File: src/rtl/pong_pkg.sv
// pong_pkg: shared geometry, contact planes, FSM states and ctrl encodings for the pong referee.
package pong_pkg;
    localparam logic [4:0]  PADDLE_X_1    = 5'd19;
    localparam logic [9:0]  PADDLE_X_2    = 10'd616;
    localparam logic [9:0]  PADDLE_WIDTH  = 10'd5;
    localparam logic [9:0]  PADDLE_HEIGHT = 10'd60;
    localparam logic [3:0]  BALL_SIZE     = 4'd10;
    localparam logic [3:0]  WIN_SCORE     = 4'd7;
    localparam logic [25:0] PAUSE_DEFAULT = 26'd25_000_000;
    localparam logic [9:0]  CENTRE_X      = 10'd319;
    // Columns where the ball's leading edge meets each paddle face.
    localparam logic [9:0]  L_PLANE = 10'(PADDLE_X_1) + PADDLE_WIDTH - 10'd1;
    localparam logic [9:0]  R_PLANE = PADDLE_X_2 - 10'(BALL_SIZE) + 10'd1;
    localparam logic [31:0] CTRL_STOP = 32'd0;
    localparam logic [31:0] CTRL_RUN  = 32'd1;
    typedef enum logic [1:0] {IDLE, PLAY, POINT, GAME_OVER} state_t;
endpackage

File: src/rtl/pong_referee_if.sv
// pong_referee_if: button, ball/paddle positions in; ctrl word, scores and events out.
interface pong_referee_if;
    logic        start;
    logic [9:0]  ball_x;
    logic [8:0]  ball_y;
    logic [8:0]  paddle_y_1;
    logic [8:0]  paddle_y_2;
    logic [31:0] ctrl;
    logic [3:0]  score_1;
    logic [3:0]  score_2;
    logic        hit_1;
    logic        hit_2;
    logic        game_over;
    logic        winner;
    modport master (output start, ball_x, ball_y, paddle_y_1, paddle_y_2,
                    input  ctrl, score_1, score_2, hit_1, hit_2, game_over, winner);
    modport slave  (input  start, ball_x, ball_y, paddle_y_1, paddle_y_2,
                    output ctrl, score_1, score_2, hit_1, hit_2, game_over, winner);
endinterface

File: src/rtl/paddle_contact.sv
// paddle_contact: detects the ball stepping onto one paddle plane and splits it into hit or miss.
module paddle_contact
    import pong_pkg::*;
(
    input  logic [9:0] plane,
    input  logic       left,
    input  logic [9:0] ball_x,
    input  logic [9:0] ball_x_q,
    input  logic [8:0] ball_y,
    input  logic [8:0] paddle_y,
    output logic       contact,
    output logic       hit,
    output logic       miss
);
    logic step;
    logic toward;
    logic overlap;
    always_comb begin
        step    = ball_x != ball_x_q;
        toward  = left ? (ball_x < ball_x_q) : (ball_x > ball_x_q);
        // 11-bit sums so paddle_y + height cannot wrap near the bottom edge.
        overlap = ({2'b0, ball_y} + 11'(BALL_SIZE) > {2'b0, paddle_y}) &&
                  ({2'b0, ball_y} < {2'b0, paddle_y} + 11'(PADDLE_HEIGHT));
        contact = step && toward && (ball_x == plane);
        hit     = contact && overlap;
        miss    = contact && !overlap;
    end
endmodule

File: src/rtl/pong_referee.sv
// pong_referee: serve/point/game-over sequencing, paddle hit detection and scoring.
module pong_referee
    import pong_pkg::*;
#(
    parameter logic [25:0] PAUSE_CYCLES = PAUSE_DEFAULT
) (
    input logic           clk,
    input logic           reset,
    pong_referee_if.slave bus
);
    state_t      state;
    logic        start_q;
    logic        start_rise;
    logic [9:0]  ball_x_q;
    logic [25:0] pause_cnt;
    logic [3:0]  score_1_next;
    logic [3:0]  score_2_next;
    logic        l_contact, l_hit, l_miss;
    logic        r_contact, r_hit, r_miss;

    paddle_contact u_left (
        .plane(L_PLANE), .left(1'b1), .ball_x(bus.ball_x), .ball_x_q(ball_x_q),
        .ball_y(bus.ball_y), .paddle_y(bus.paddle_y_1),
        .contact(l_contact), .hit(l_hit), .miss(l_miss)
    );

    paddle_contact u_right (
        .plane(R_PLANE), .left(1'b0), .ball_x(bus.ball_x), .ball_x_q(ball_x_q),
        .ball_y(bus.ball_y), .paddle_y(bus.paddle_y_2),
        .contact(r_contact), .hit(r_hit), .miss(r_miss)
    );

    always_comb begin
        start_rise   = bus.start & ~start_q;
        score_1_next = (bus.score_1 == WIN_SCORE) ? WIN_SCORE : bus.score_1 + 4'd1;
        score_2_next = (bus.score_2 == WIN_SCORE) ? WIN_SCORE : bus.score_2 + 4'd1;
    end

    always_ff @(posedge clk) begin
        if (reset) begin
            state         <= IDLE;
            start_q       <= 1'b0;
            ball_x_q      <= '0;
            pause_cnt     <= '0;
            bus.ctrl      <= CTRL_STOP;
            bus.score_1   <= '0;
            bus.score_2   <= '0;
            bus.hit_1     <= 1'b0;
            bus.hit_2     <= 1'b0;
            bus.game_over <= 1'b0;
            bus.winner    <= 1'b0;
        end else begin
            start_q   <= bus.start;
            ball_x_q  <= bus.ball_x;
            bus.hit_1 <= 1'b0;
            bus.hit_2 <= 1'b0;
            case (state)
                IDLE: if (start_rise) begin
                    state    <= PLAY;
                    bus.ctrl <= CTRL_RUN;
                end
                PLAY: begin
                    // A miss by the left paddle scores for the right player and vice versa.
                    if (l_contact) begin
                        bus.hit_1 <= l_hit;
                        if (l_miss) begin
                            bus.score_2 <= score_2_next;
                            bus.ctrl    <= CTRL_STOP;
                            if (score_2_next == WIN_SCORE) begin
                                state         <= GAME_OVER;
                                bus.game_over <= 1'b1;
                                bus.winner    <= 1'b1;
                            end else begin
                                state     <= POINT;
                                pause_cnt <= '0;
                            end
                        end
                    end
                    if (r_contact) begin
                        bus.hit_2 <= r_hit;
                        if (r_miss) begin
                            bus.score_1 <= score_1_next;
                            bus.ctrl    <= CTRL_STOP;
                            if (score_1_next == WIN_SCORE) begin
                                state         <= GAME_OVER;
                                bus.game_over <= 1'b1;
                                bus.winner    <= 1'b0;
                            end else begin
                                state     <= POINT;
                                pause_cnt <= '0;
                            end
                        end
                    end
                end
                POINT: begin
                    pause_cnt <= pause_cnt + 26'd1;
                    if (pause_cnt == PAUSE_CYCLES - 26'd1) begin
                        state    <= PLAY;
                        bus.ctrl <= CTRL_RUN;
                    end
                end
                GAME_OVER: if (start_rise) begin
                    state         <= PLAY;
                    bus.ctrl      <= CTRL_RUN;
                    bus.score_1   <= '0;
                    bus.score_2   <= '0;
                    bus.game_over <= 1'b0;
                end
                default: state <= IDLE;
            endcase
        end
    end
endmodule
File: src/flat_wrapper.sv
// flat-port wrapper written by rule: the top's interface ports become plain ports
module pong_referee_flat import pong_pkg::*;
#(
    parameter logic [25:0] PAUSE_CYCLES = PAUSE_DEFAULT
)
  (clk, reset, bus_start, bus_ball_x, bus_ball_y, bus_paddle_y_1, bus_paddle_y_2, bus_ctrl, bus_score_1, bus_score_2, bus_hit_1, bus_hit_2, bus_game_over, bus_winner);
  pong_referee_if bus_i ();
  input logic clk;
  input logic reset;
  input wire logic [$bits(bus_i.start)-1:0] bus_start;
  input wire logic [$bits(bus_i.ball_x)-1:0] bus_ball_x;
  input wire logic [$bits(bus_i.ball_y)-1:0] bus_ball_y;
  input wire logic [$bits(bus_i.paddle_y_1)-1:0] bus_paddle_y_1;
  input wire logic [$bits(bus_i.paddle_y_2)-1:0] bus_paddle_y_2;
  output wire logic [$bits(bus_i.ctrl)-1:0] bus_ctrl;
  output wire logic [$bits(bus_i.score_1)-1:0] bus_score_1;
  output wire logic [$bits(bus_i.score_2)-1:0] bus_score_2;
  output wire logic [$bits(bus_i.hit_1)-1:0] bus_hit_1;
  output wire logic [$bits(bus_i.hit_2)-1:0] bus_hit_2;
  output wire logic [$bits(bus_i.game_over)-1:0] bus_game_over;
  output wire logic [$bits(bus_i.winner)-1:0] bus_winner;
  assign bus_i.start = bus_start;
  assign bus_i.ball_x = bus_ball_x;
  assign bus_i.ball_y = bus_ball_y;
  assign bus_i.paddle_y_1 = bus_paddle_y_1;
  assign bus_i.paddle_y_2 = bus_paddle_y_2;
  assign bus_ctrl = bus_i.ctrl;
  assign bus_score_1 = bus_i.score_1;
  assign bus_score_2 = bus_i.score_2;
  assign bus_hit_1 = bus_i.hit_1;
  assign bus_hit_2 = bus_i.hit_2;
  assign bus_game_over = bus_i.game_over;
  assign bus_winner = bus_i.winner;
  pong_referee #(.PAUSE_CYCLES(PAUSE_CYCLES)) u_core (.clk(clk), .reset(reset), .bus(bus_i));
endmodule
File: config.mk
export PLATFORM = sky130hd
export DESIGN_NAME = pong_referee_flat
export DESIGN_NICKNAME = d
export VERILOG_FILES = /design/src/rtl/pong_pkg.sv /design/src/rtl/pong_referee_if.sv /design/src/rtl/paddle_contact.sv /design/src/rtl/pong_referee.sv /design/src/flat_wrapper.sv
export SDC_FILE = /design/constraint.sdc
export NUM_CORES = 1
export LEC_CHECK = 0
export ABC_CLOCK_PERIOD_IN_PS = 6500
export CAP_MARGIN = 20
export CORE_MARGIN = 4
export CORE_UTILIZATION = 45
export CTS_BUF_LIST = sky130_fd_sc_hd__clkbuf_4
export DETAILED_ROUTE_END_ITERATION = 10
export PLACE_DENSITY = 0.67
export REMOVE_ABC_BUFFERS = 1
export SYNTH_ARGS = -nofsm -noshare
export SYNTH_HDL_FRONTEND = slang
export SYNTH_HIERARCHICAL = 1
export SYNTH_SLANG_ARGS = --single-unit
File: constraint.sdc
create_clock -name clk -period 6.5 [get_ports clk]
set_input_delay 1.625 -clock clk [delete_from_list [all_inputs] [get_ports clk]]
set_output_delay 1.625 -clock clk [all_outputs]
set_load 0.01 [all_outputs]
==> results summary <==
The clock-pin slew of the registers on the worst-case setup and hold paths came out at 150 ps. Setup repair after global routing left no endpoint under its margin. The filler cell count is 1146. The final route contains 4961 vias. The CTS buffer count came out at 9. The first-pass detailed-route iteration total is 5. The worst clock skew came out at 24.5 ps. Sorting the synthesized cells by area gives the leading types as sky130_fd_sc_hd__dfxtp_1 (30%), sky130_fd_sc_hd__ha_1 (14%), sky130_fd_sc_hd__xnor2_1 (5.6%), sky130_fd_sc_hd__and2_4 (4.7%), sky130_fd_sc_hd__inv_1 (3.7%). For the worst setup path, the data required time is 6870 ps. The vias per cell came out at 5.36.

The post-cts hold buffer count is 0. The number of warnings reported in the yosys synthesis log came out at 6. The tree built by TritonCTS fans out to 83 sinks. The area growth from synthesis to layout is 21.3%. The antenna diode count came out at 0. The detailed-route DRC error count came out at 0.

The commonest cells after synthesis are sky130_fd_sc_hd__dfxtp_1 (83), sky130_fd_sc_hd__ha_1 (64), sky130_fd_sc_hd__inv_1 (56). The post-synthesis cell type count is 71. The die covers 0.0143 sq mm. The data arrival time of the critical path is 5440 ps. The area share of the largest cell type after synthesis came out at 29.6%. The number of synthesized flops with an enable pin came out at 0. The critical path starts at bus_ball_y[1]. The final count of hold timing violations came to 0. The startpoint kind of the worst setup timing path is a primary input. TritonCTS built the clock tree. The first global-routing pass estimated 22900 um of wire. The floorplan step defined a core boundary enclosing 0.0121 sq mm. The startpoint identified for the worst register-to-register timing path is u_core/ball_x_q[7]$_SDFF_PP0_.

The tool flagged a number of max-cap violations equal to 0. The via count of the first global-routing pass was 4869. The register bit total from synthesis is 83. The sum of negative setup slack is 0 ps. After detailed routing, the total wire length is 13600 um. The kind of critical path is primary input to flip-flop. The top achievable clock speed is 197 MHz. The global-route total usage across every layer came out at 19.1%. The detailed-route wire length per cell is 14.6 um. The multi-input combinational cells in the finished layout cover a total of 0.00374 sq mm. Pin placement for this block handled 84 I/O pins. In this run the worst path has a maximum fanout of 18. The number of buffers added for setup after CTS is 0. The utilization of the core after routing is 56.2%. After layout, the design draws a total of 1060 uW.

The net switching power of the design is 347 uW. The cell area power density is 156 mW/mm^2. The part of the total power dissipated in combinational logic came out at 24.1%. The tightest hold margin is 475 ps.

The smallest clock period supported by the final layout is computed as 5070 ps. The final RePlAce weighted congestion is 0.851. After synthesis, flip-flops and latches occupy 29.6% of the total area. The area taken by flip-flops and latches is 0.00166 sq mm. The beginning of the worst hold path is u_core/bus.ctrl[0]$_SDFFE_PP0P_. The worst slew margin relative to its limit came out at 45.8%.

The initial core utilization is 46.4%. The final max-slew violation count came out at 0. The worst IR drop on VDD came out at 70.3 uV. The sequential share of power came out at 49.2%. The post-route fraction of the period consumed by the critical path is 78.0%. Summing every instance area after synthesis gives 0.00562 sq mm. The post-synthesis area per instance is 8.64 sq um.

The final-stage net count came out at 857. During placement, the flow inserted port buffers numbering 83. The H-tree depth reported by CTS is 3. The pin count of the biggest net entering global routing is 35. The horizontal die dimension is 120 um. The most used flip-flop cell after synthesis is sky130_fd_sc_hd__dfxtp_1. Of all cell types, the one taking the most synthesized area is sky130_fd_sc_hd__dfxtp_1. The total global routing overflow came out at 0.

Yosys instantiated no cell more often than sky130_fd_sc_hd__dfxtp_1. The estimated wirelength of the detail-placed design is 10400 um. At the pin with the least slew margin, the transition time is 812 ps. The initial antenna violation count came out at 0. The ratio of cells with drive above 1 in the final layout came out at 8.97%. For this block, the initial DRC count from the detailed router was 217.

The later pin in the worst-skew pair is clocked with a latency of 460 ps. The worst hold path belongs to the class flip-flop to flip-flop. The flow ran to the end, and the final reports show no timing, DRC or antenna violations. The share of total power dissipated in the clock network is 26.6%. The number of instances in the synthesized netlist is 650.

The post-cts gate resize count came out at 0. The total of endpoints with negative setup slack in the final report came out at 0. The internal portion of total power is 718 uW. The proportion of register bits with asynchronous set or reset after synthesis is 0%. The static leakage came out at 0.00284 uW. STA classifies the critical path endpoint as a flip-flop. The root cell of the clock tree is sky130_fd_sc_hd__clkbuf_4.

The detail route stage leaves a number of antenna-violating nets equal to 0. The clock tree buffer depth is 2. Row generation in the floorplan step produced 40 rows.

The net switching fraction of the power came out at 32.6%. The vertical extent of the die is 120 um.
## metrics by stage
stage / std cells / worst slack [ps] / area (sq um)
3_3_place_gp: 909 / 1100 / 6670
6_report: 926 / 1430 / 6810
2_1_floorplan: 656 / 1980 / 5610
5_1_grt: 926 / 1270 / 6810
3_5_place_dp: 909 / 969 / 6670
4_1_cts: 925 / 1480 / 6800
## registers in the layout, indices dropped and copies added (netlist names)
register,flops
u_core/bus.ctrl,32
u_core/pause_cnt,26
u_core/ball_x_q,10
u_core/bus.score_1,4
u_core/bus.score_2,4
u_core/state,2
u_core/bus.game_over,1
u_core/bus.hit_1,1
u_core/bus.hit_2,1
u_core/bus.winner,1
u_core/start_q,1
## power groups by stage
stage	registers (uW)	logic (uW)	clock network, uW
after floorplan	535	163	0
after global placement	535	244	0
after detailed placement	535	252	0
after CTS	524	253	296
after global routing	526	289	318
final	524	257	283
## kinds of logic (layout without fill, tap and decap cells)
logic type                 after synthesis  count (layout)  share of synthesized area, %
buffers and inverters                   72             159                          5.24
xor gates and xnor gates                43              43                          6.71
muxes                                    7               7                          1.29
other                                    2              23                         0.134
DFF                                     83              83                          29.6
and+or+nand+nor                        252             252                          25.9
AOI/OAI and AO/OA                      126             126                          16.7
adders and majority gates               65              65                          14.4
## area by class of cell
cell class | count | share of cell area, %
Sequential cell | 83 | 24.4
Clock inverter | 7 | 0.863
Timing Repair Buffer | 86 | 12.6
Multi-Input combinational cell | 516 | 54.9
Tap cell | 168 | 3.09
Inverter | 57 | 3.14
Clock buffer | 9 | 0.992
## worst paths after layout
kind	depth (start not counted)	endpoint	slack, ps
worst max-delay path	15	u_core/pause_cnt[2]$_SDFFE_PP0P_	1430
worst min register to register	2	u_core/bus.ctrl[0]$_SDFFE_PP0P_	480
worst max register to register	12	u_core/pause_cnt[2]$_SDFFE_PP0P_	3430
worst min-delay path	2	u_core/bus.ctrl[0]$_SDFFE_PP0P_	480
## cells in the final DEF, fill, tap and decap left out, types with 4 or more instances in the layout
master / instances
sky130_fd_sc_hd__a21oi_1: 34
sky130_fd_sc_hd__nand2b_1: 12
sky130_fd_sc_hd__o21a_1: 4
sky130_fd_sc_hd__mux2i_1: 5
sky130_fd_sc_hd__a21o_1: 6
sky130_fd_sc_hd__nor3_1: 27
sky130_fd_sc_hd__clkdlybuf4s50_1: 83
sky130_fd_sc_hd__or3_1: 4
sky130_fd_sc_hd__xor2_1: 7
sky130_fd_sc_hd__clkinvlp_4: 4
sky130_fd_sc_hd__dfxtp_1: 83
sky130_fd_sc_hd__and3_1: 12
sky130_fd_sc_hd__ha_1: 64
sky130_fd_sc_hd__conb_1: 23
sky130_fd_sc_hd__xnor2_1: 36
sky130_fd_sc_hd__nor2_1: 29
sky130_fd_sc_hd__clkbuf_4: 9
sky130_fd_sc_hd__a211o_1: 9
sky130_fd_sc_hd__nor4_1: 4
sky130_fd_sc_hd__o211ai_1: 7
sky130_fd_sc_hd__nand2_1: 44
sky130_fd_sc_hd__inv_1: 56
sky130_fd_sc_hd__a31oi_1: 8
sky130_fd_sc_hd__and2_4: 30
sky130_fd_sc_hd__nand4_1: 24
sky130_fd_sc_hd__nor2b_1: 19
sky130_fd_sc_hd__a211oi_1: 6
sky130_fd_sc_hd__o21ai_0: 13
sky130_fd_sc_hd__nand3_1: 28
## critical path: stages
cell and delay (ps):
sky130_fd_sc_hd__clkdlybuf4s50_1 560, sky130_fd_sc_hd__ha_1 320, sky130_fd_sc_hd__o2111ai_1 310, sky130_fd_sc_hd__xnor2_1 130
sky130_fd_sc_hd__ha_1 330, sky130_fd_sc_hd__a21o_1 180, sky130_fd_sc_hd__a21oi_1 170, sky130_fd_sc_hd__nand4_1 120
sky130_fd_sc_hd__o2bb2ai_1 160, sky130_fd_sc_hd__a211oi_1 260, sky130_fd_sc_hd__nand2_1 190, sky130_fd_sc_hd__a211oi_1 430
sky130_fd_sc_hd__nor3_2 60, sky130_fd_sc_hd__buf_4 220, sky130_fd_sc_hd__a221o_1 360
## metal layers
layer  GRT usage, %  wire length [um]
met1           24.9              6310
met2           32.0              6540
met3           4.05               520
met4           5.44               184
met5              0                 0
Note: power is estimated with default switching activity, not from simulation.
